`src/rtl/muldiv_seq.sv`:
```
// Iterative RV32M multiply/divide sequencer: 32-step shift/add multiply and restoring divide.
// Build option: define MULDIV_DIV_EN to include DIV/DIVU/REM/REMU; otherwise those return 0 in one cycle.
module muldiv_seq #(
    parameter int XLEN = 32
) (
    input  logic            clk,
    input  logic            rst,
    input  logic            start_i,
    input  logic [2:0]      funct3_i,
    input  logic [XLEN-1:0] op_a_i,
    input  logic [XLEN-1:0] op_b_i,
    input  logic            kill_i,
    output logic            stall_o,
    output logic            busy_o,
    output logic            valid_o,
    output logic [XLEN-1:0] result_o
);

    localparam int CNT_W = $clog2(XLEN);

    typedef enum logic [1:0] {
        IDLE,
        CALC,
        SIGN,
        DONE
    } state_t;

    state_t                state_q, state_d;
    logic [CNT_W-1:0]      count_q;
    logic [2:0]            funct3_q;
    logic                  neg_q;
    logic [XLEN-1:0]       b_mag_q;
    logic [2*XLEN-1:0]     prod_q;

    logic                  accept;
    logic                  a_signed, b_signed, a_neg, b_neg;
    logic [XLEN-1:0]       a_mag, b_mag;
    logic                  neg_d;
    logic                  special;
    logic [XLEN-1:0]       special_res;

    logic [XLEN:0]         mul_sum;
    logic [2*XLEN-1:0]     mul_next;
    logic [2*XLEN-1:0]     mul_res64;
    logic [XLEN-1:0]       mul_res;
    logic [XLEN-1:0]       sign_res;

`ifdef MULDIV_DIV_EN
    logic [XLEN:0]         rem_q;
    logic [XLEN-1:0]       quot_q;
    logic [XLEN+1:0]       rem_sh, trial;
    logic [XLEN:0]         rem_next;
    logic [XLEN-1:0]       quot_next;
    logic [XLEN-1:0]       div_mag, div_res;
    logic                  div_by_zero, div_ovf;
`endif

    assign accept = (state_q == IDLE) && start_i && !kill_i;

    // Operand signedness: multiplies by funct3[1:0], divides by funct3[0].
    assign a_signed = funct3_i[2] ? !funct3_i[0] : (funct3_i[1:0] != 2'b11);
    assign b_signed = funct3_i[2] ? !funct3_i[0] : !funct3_i[1];
    assign a_neg    = a_signed && op_a_i[XLEN-1];
    assign b_neg    = b_signed && op_b_i[XLEN-1];
    assign a_mag    = a_neg ? -op_a_i : op_a_i;
    assign b_mag    = b_neg ? -op_b_i : op_b_i;
    assign neg_d    = (funct3_i[2] && funct3_i[1]) ? a_neg : (a_neg ^ b_neg);

`ifdef MULDIV_DIV_EN
    assign div_by_zero = funct3_i[2] && (op_b_i == '0);
    assign div_ovf     = funct3_i[2] && !funct3_i[0] &&
                         (op_a_i == {1'b1, {(XLEN-1){1'b0}}}) && (op_b_i == '1);
    assign special     = div_by_zero || div_ovf;
    assign special_res = div_by_zero ? (funct3_i[1] ? op_a_i : '1)
                                     : (funct3_i[1] ? '0 : op_a_i);
`else
    assign special     = funct3_i[2];
    assign special_res = '0;
`endif

    // One multiply step: add |b| into the high half when the next multiplier bit is set, then shift right.
    assign mul_sum   = {1'b0, prod_q[2*XLEN-1:XLEN]} + {1'b0, (prod_q[0] ? b_mag_q : '0)};
    assign mul_next  = {mul_sum, prod_q[XLEN-1:1]};
    assign mul_res64 = neg_q ? -prod_q : prod_q;
    assign mul_res   = (funct3_q == 3'b000) ? mul_res64[XLEN-1:0] : mul_res64[2*XLEN-1:XLEN];

`ifdef MULDIV_DIV_EN
    // One restoring divide step; trial keeps an extra top bit so its sign shows a failed subtract.
    assign rem_sh    = {rem_q, quot_q[XLEN-1]};
    assign trial     = rem_sh - {2'b00, b_mag_q};
    assign rem_next  = trial[XLEN+1] ? rem_sh[XLEN:0] : trial[XLEN:0];
    assign quot_next = {quot_q[XLEN-2:0], !trial[XLEN+1]};
    assign div_mag   = funct3_q[1] ? rem_q[XLEN-1:0] : quot_q;
    assign div_res   = neg_q ? -div_mag : div_mag;
    assign sign_res  = funct3_q[2] ? div_res : mul_res;
`else
    assign sign_res  = mul_res;
`endif

    // NOTE: every always_comb output gets a default first, so no path can infer a latch.
    always_comb begin
        state_d = state_q;
        unique case (state_q)
            IDLE: if (accept) state_d = special ? DONE : CALC;
            CALC: if (count_q == '0) state_d = SIGN;
            SIGN: state_d = DONE;
            DONE: state_d = IDLE;
            default: state_d = IDLE;
        endcase
        if (kill_i) state_d = IDLE;
    end

    assign stall_o = (((state_q == IDLE) && start_i) || (state_q == CALC) || (state_q == SIGN)) && !kill_i;
    assign busy_o  = (state_q != IDLE);
    assign valid_o = (state_q == DONE) && !kill_i;

    // NOTE: sequential state uses non-blocking assignments only, so all registers see pre-edge values.
    // NOTE: reset is synchronous and clears the datapath too, keeping results deterministic after reset.
    always_ff @(posedge clk) begin
        if (rst) begin
            state_q  <= IDLE;
            count_q  <= '0;
            funct3_q <= '0;
            neg_q    <= 1'b0;
            b_mag_q  <= '0;
            prod_q   <= '0;
            result_o <= '0;
`ifdef MULDIV_DIV_EN
            rem_q    <= '0;
            quot_q   <= '0;
`endif
        end else begin
            state_q <= state_d;
            unique case (state_q)
                IDLE: begin
                    if (accept) begin
                        funct3_q <= funct3_i;
                        neg_q    <= neg_d;
                        b_mag_q  <= b_mag;
                        count_q  <= CNT_W'(XLEN - 1);
                        prod_q   <= {{XLEN{1'b0}}, a_mag};
`ifdef MULDIV_DIV_EN
                        quot_q   <= a_mag;
                        rem_q    <= '0;
`endif
                        if (special) result_o <= special_res;
                    end
                end
                CALC: begin
                    count_q <= count_q - CNT_W'(1);
`ifdef MULDIV_DIV_EN
                    if (funct3_q[2]) begin
                        rem_q  <= rem_next;
                        quot_q <= quot_next;
                    end else begin
                        prod_q <= mul_next;
                    end
`else
                    prod_q <= mul_next;
`endif
                end
                SIGN: begin
                    if (!kill_i) result_o <= sign_res;
                end
                default: ;
            endcase
        end
    end

endmodule

```
`config.mk`:
```
export PLATFORM = sky130hd
export DESIGN_NAME = muldiv_seq
export DESIGN_NICKNAME = d
export VERILOG_FILES = /design/src/rtl/muldiv_seq.sv
export SDC_FILE = /design/constraint.sdc
export NUM_CORES = 1
export LEC_CHECK = 0
export ABC_AREA = 1
export BUFFER_PORTS_ARGS = -buffer_cell sky130_fd_sc_hd__clkbuf_2
export CORE_MARGIN = 3
export CORE_UTILIZATION = 50
export CTS_CLUSTER_DIAMETER = 120
export CTS_CLUSTER_SIZE = 10
export DETAILED_ROUTE_END_ITERATION = 16
export GPL_TIMING_DRIVEN = 0
export PLACE_DENSITY = 0.83
export RECOVER_POWER = 100
export SYNTH_ARGS = -nofsm -noshare
export SYNTH_HDL_FRONTEND = slang
export SYNTH_SLANG_ARGS = --single-unit
```
`constraint.sdc`:
```
create_clock -name clk -period 2.5 [get_ports clk]
set_clock_uncertainty 0.1 [all_clocks]
set_input_delay 0.5 -clock clk [delete_from_list [all_inputs] [get_ports clk]]
set_output_delay 0.5 -clock clk [all_outputs]
set_load 0.03 [all_outputs]
```
Yosys cells after proc, flatten, opt, wreduce, memory -nomap -nowiden
Cells that the tools add are included.
{"block": "word_totals", "register_bits": 139, "in_bits": 71, "out_inout_bits": 35}
{"block": "classes", "addsub": 5, "eq_ne": 8, "n_mux": 20, "bitwise_logic": 1, "n_reduce_logical": 23}
{"op": "2-to-1 mux 32 bit", "count": 7}
{"op": "2-to-1 mux 64 bit", "count": 2}
{"op": "case mux 64 bit (2 select lines)", "count": 1}
{"op": "negation 32 bit", "count": 2}
{"op": "negation 64 bit", "count": 1}
{"op": "case mux 32 bit (2 select lines)", "count": 1}
{"op": "adder 32 x 32 -> 33 bit", "count": 1}
{"op": "inequality test 2 bit, second input constant", "count": 5}
{"op": "case mux 5 bit (2 select lines)", "count": 1}
{"op": "case mux 2 bit (4 select lines)", "count": 1}
{"op": "logical AND 1 bit", "count": 7}
{"op": "2-to-1 mux 2 bit", "count": 3}
{"op": "AND reduction 2 bit", "count": 3}
{"op": "nonzero test 2 bit", "count": 3}
{"op": "logical NOT 5 bit", "count": 1}
{"op": "2-to-1 mux 5 bit", "count": 1}
{"op": "subtractor 5 x 1 -> 5 bit, second input constant", "count": 1}
{"op": "equality test 2 bit, second input constant", "count": 2}
{"op": "AND reduction 4 bit", "count": 1}
{"op": "logical NOT 1 bit", "count": 3}
{"op": "logical NOT 3 bit", "count": 1}
{"op": "2-to-1 mux 1 bit", "count": 3}
{"op": "equality test 2 x 1 -> 1 bit, second input constant", "count": 1}
{"op": "logical NOT 2 bit", "count": 1}
{"op": "3 further kinds", "count": 4}

Depth between registers and ports, before layout
{"block": "depth", "depth_word": 6, "depth_mapped": 19}

Worst setup path after synthesis
OpenSTA, ideal clock, no wires.
{"block": "synth_path", "kind": "reg-to-reg", "startpoint": "register prod_q[0]", "endpoint": "register prod_q[53]", "setup_ns": 0.132, "arrival_ns": 2.204, "required_ns": 2.268, "path_slack_ns": 0.064, "stages_incl_launch_ff": 20, "cell_sequence": "dfxtp_1 > buf_2 > clkbuf_1 > nand2_1 > inv_1 > ha_1 > inv_1 > fa_1 > inv_1 > nand3_1 > nand2_1 > nand3_1 > nand2_1 > nand2_1 > nand2_1 > nand2_1 > nand2_1 > nand2_1 > nand3_1 > a21oi_1"}
{"block": "synth_between", "elab_chain_len": 3}
{"item": "from (decl)", "line_no": "33", "source": "logic [2*XLEN-1:0] prod_q;"}
{"item": "from (signal assigned)", "line_no": "141", "source": "prod_q <= {{XLEN{1'b0}}, a_mag};"}
{"item": "from (signal assigned)", "line_no": "159", "source": "prod_q <= mul_next;"}
{"item": "2-to-1 mux 32 bit", "line_no": "82", "source": "assign mul_sum = {1'b0, prod_q[2*XLEN-1:XLEN]} + {1'b0, (prod_q[0] ? b_mag_q : '0)};"}
{"item": "adder 32 x 32 -> 33 bit", "line_no": "82"}
{"item": "case mux 64 bit (2 select lines)", "line_no": "134", "source": "unique case (state_q)"}
Every way passes these cells.
A chain may end at the register's enable or synchronous reset.

Worst setup path in the final report
{"block": "layout_path", "startpoint": "register prod_q[0]", "endpoint": "register prod_q[41]"}
The elaborated chain is that of the path after synthesis.

==> flow_metrics.env <==
export IMPL_rsz0062_at_grt="yes"
export IMPL_hp_class="input pin to register"
export IMPL_tightest_slew_ps=876
export IMPL_worstSetupPathType="register to register"
export IMPL_coreArea_mm2=0.0231
export IMPL_yosys_most_used_dff="dfxtp_1"
export IMPL_internal_power_mw=4.35
export IMPL_swShare_pct=40.6
export IMPL_synth_top_area_share_pct=23.4
export IMPL_grt_pass1_vias=13900
export IMPL_antenna_left=0
export IMPL_hold_viol=0
export IMPL_crit_path_start_kind="register"
export IMPL_avgSynthCellArea_um2=5.63
export IMPL_finalNetCount=2368
export IMPL_path_max_fanout=8
export IMPL_die_w_um=160
export IMPL_combPwrFrac_pct=29.9
export IMPL_htreeDepth=4
export IMPL_hpwl_mm=39.4
export IMPL_drive_gt1_share_pct=13.3
export IMPL_fin_crit_sh_pct=103
export IMPL_syn_area_mm2=0.0119
export IMPL_dpl_instance_area_mm2=0.0128
export IMPL_yosys_warnings=0
export IMPL_vdd_ir_drop_worst_mv=0.324
export IMPL_first_pass_iters=6
export IMPL_synth_area_leaders="dfxtp_1, nand2_1, nand3_1, nor2_1, a21oi_1"
export IMPL_setup_violations=4
export IMPL_p_total_mw=7.33
export IMPL_cts_buffers_inserted=17
export IMPL_seqPwrFrac_pct=33.5
export IMPL_synth_cell_types=45
export IMPL_slowest_delay_ps=340
export IMPL_crit_family="simple AND/OR/NAND/NOR gates"
export IMPL_stdcell_area_mm2=0.0142
export IMPL_diodes=0
export IMPL_violations="negative setup slack"
export IMPL_ys_seq_area_share_pct=23.4
export IMPL_synthToLayoutAreaGrowth_pct=19.1
export IMPL_synth_edff_count=0
export IMPL_crit_slowest_cell="dfxtp_2"
export IMPL_synth_largest_area_cell="dfxtp_1"
export IMPL_power_density_mw_per_mm2=517
export IMPL_drtIter0Drc=1492
export IMPL_die_h_um=160
export IMPL_ys_ff_latch=139
export IMPL_synth_async_reset_ratio_pct=0
export IMPL_finalWirelength_mm=50.5
export IMPL_relSlewSlack_pct=41.6
export IMPL_clock_sinks=139
export IMPL_holdWs_ps=189
export IMPL_fin_crit_ps=2570
export IMPL_die_area_mm2=0.0257
export IMPL_grt_overflow=0
export IMPL_cp_data_required_time_ps=2760
export IMPL_worst_slack_ps=-74.4
export IMPL_worstSkewPairLatency_ps=460
export IMPL_outcome="finished with violations"
export IMPL_grt_max_degree=19
export IMPL_num_rows=55
export IMPL_vias_per_cell=5.83
export IMPL_syn_nets=2230
export IMPL_cts_path_max_buffers=2
export IMPL_cts_root_buf="clkbuf_16"
export IMPL_drv_cap=0
export IMPL_endpoint_kind="register"
export IMPL_fillers=2296
export IMPL_place_congestion=1.02
export IMPL_p_leak_nw=6.58
export IMPL_grt_pass1_wl_mm=75.0
export IMPL_drc_errors=0
export IMPL_grt_util_all_layers_pct=37.1
export IMPL_wire_per_inst_um=19.6
export IMPL_antenna_found_initial=0
export IMPL_cts_tree="done"
export IMPL_slew_viol_final=0
export IMPL_fmax_mhz=388
export IMPL_start_util_pct=51.7
export IMPL_cpMostUsedCell="nand2_4"
export IMPL_clock_power_share_pct=36.6
export IMPL_ios=106
export IMPL_cp_arrival_ps=2840
export IMPL_synth_cells=2116
export IMPL_clkTransAtPathRegs_ps=90
export IMPL_io_buffers=104
export IMPL_switchingPower_mw=2.97
export IMPL_via_count=15000
export IMPL_crit_chain="buf_8 > clkbuf_16 > nand2_4 > inv_4 > ha_4 > inv_2 > fa_2 > inv_2 > nand3_2 > nand2_4 > nand3_2 > nand2_4 > nand2_2 > nand2_4 > xor2_2 > nand2_1 > a21oi_1"
export IMPL_cp_num_buf_inv=5
-- metal layers --
| metal | track usage (%) | wire (um) | up-vias |
|---|---|---|---|
| met1 | 47.1 | 20200 | 6853 |
| li1 | - | - | 7160 |
| met4 | 16.7 | 3010 | 0 |
| met2 | 62.2 | 22900 | 832 |
| met3 | 5.86 | 4340 | 199 |
| met5 | 0 | 0 | - |
-- cell type report --
type                       count  area (um^2)  share of cell area [%]
sequential                   139         2790                    19.6
buffer                        74          375                    2.65
timing repair buffer         119          607                    4.28
clock inverter                15          196                    1.38
tap                          313          392                    2.76
inverter                     261          982                    6.92
clock buffer                  17          425                    3.00
multi-input combinational   1642         8420                    59.4
-- worst min-delay path, cell delays in order --
cell      delay, ps
clkbuf_2         90
inv_2            60
a21oi_1          60
-- sequential cells by signal, summed over array words and instances (netlist names) --
register  cells
prod_q       64
b_mag_q      32
result_o     32
count_q       5
funct3_q      3
state_q       2
neg_q         1
-- power by group through the flow --
stage	combinational, mW	sequential (mW)	clock [mW]
floorplan	1.36	2.45	0
global placement	2.01	2.49	0
detailed placement	2.02	2.49	0
CTS	2.06	2.44	2.66
global route	2.39	2.46	2.77
finish	2.19	2.45	2.68
-- timing repair --
item,CTS,global route
buffers inserted,5,10
gates resized for setup,37,146
pin swaps,5,19
endpoints found under the setup margin,66,84
hold buffers,0,0
-- layout by cell type (no fill, tap or decap), types with 22 or more instances in the layout --
master	Yosys	final
nand4_1	22	22
nand2_1	592	561
a21oi_2	1	22
dfxtp_1	139	137
o21ai_0	93	87
clkbuf_2	0	81
o21ai_1	40	42
clkbuf_1	48	77
nand2_2	4	28
inv_1	233	229
ha_1	42	22
nand3_1	222	214
xor2_1	28	27
a21oi_1	205	183
inv_2	22	25
nor2_1	281	268
-- final timing paths --
check,start,cells after the start,slack [ps],endpoint
setup / recovery,prod_q[0]$_SDFFE_PP0P_,17,-70,prod_q[41]$_SDFFE_PP0P_
hold / removal,op_b_i[0],3,190,b_mag_q[0]$_SDFFE_PP0P_
setup reg to reg,prod_q[0]$_SDFFE_PP0P_,17,-70,prod_q[41]$_SDFFE_PP0P_
hold reg to reg,result_o[23]$_SDFFE_PP0P_,2,370,result_o[23]$_SDFFE_PP0P_
-- synth_stat cells (all sizes together), types with 4 or more instances --
cell type    n
nand2      596
nor2       285
inv        255
nand3      223
a21oi      206
dfxtp      139
o21ai      135
clkbuf      48
ha          42
xor2        28
buf         26
nand4       22
nor3        19
o211ai      15
nand3b      14
or2         13
a31oi       11
xnor2        7
clkinv       6
a21o         4
o221ai       4
-- cell families after synthesis --
kind of cell	after synthesis	synth area share, %
xor+xnor	35	2.57
compound gates	384	17.2
simple gates	1180	41.5
buf+inv	335	10.8
flops	139	23.4
fa+ha+maj	43	4.58
-- per-stage QoR --
stage	setup TNS, ps	cells	util [%]	setup slack (ps)
finish	-148	2580	61.5	-74.4
global route	-798	2580	61.5	-121
CTS	-16.3	2570	59.1	-16.3
detailed placement	-13610	2533	55.6	-643
global placement	-11400	2533	55.6	-626
floorplan	0	2116	-	63.8
Power figures use the tool's default switching activity.
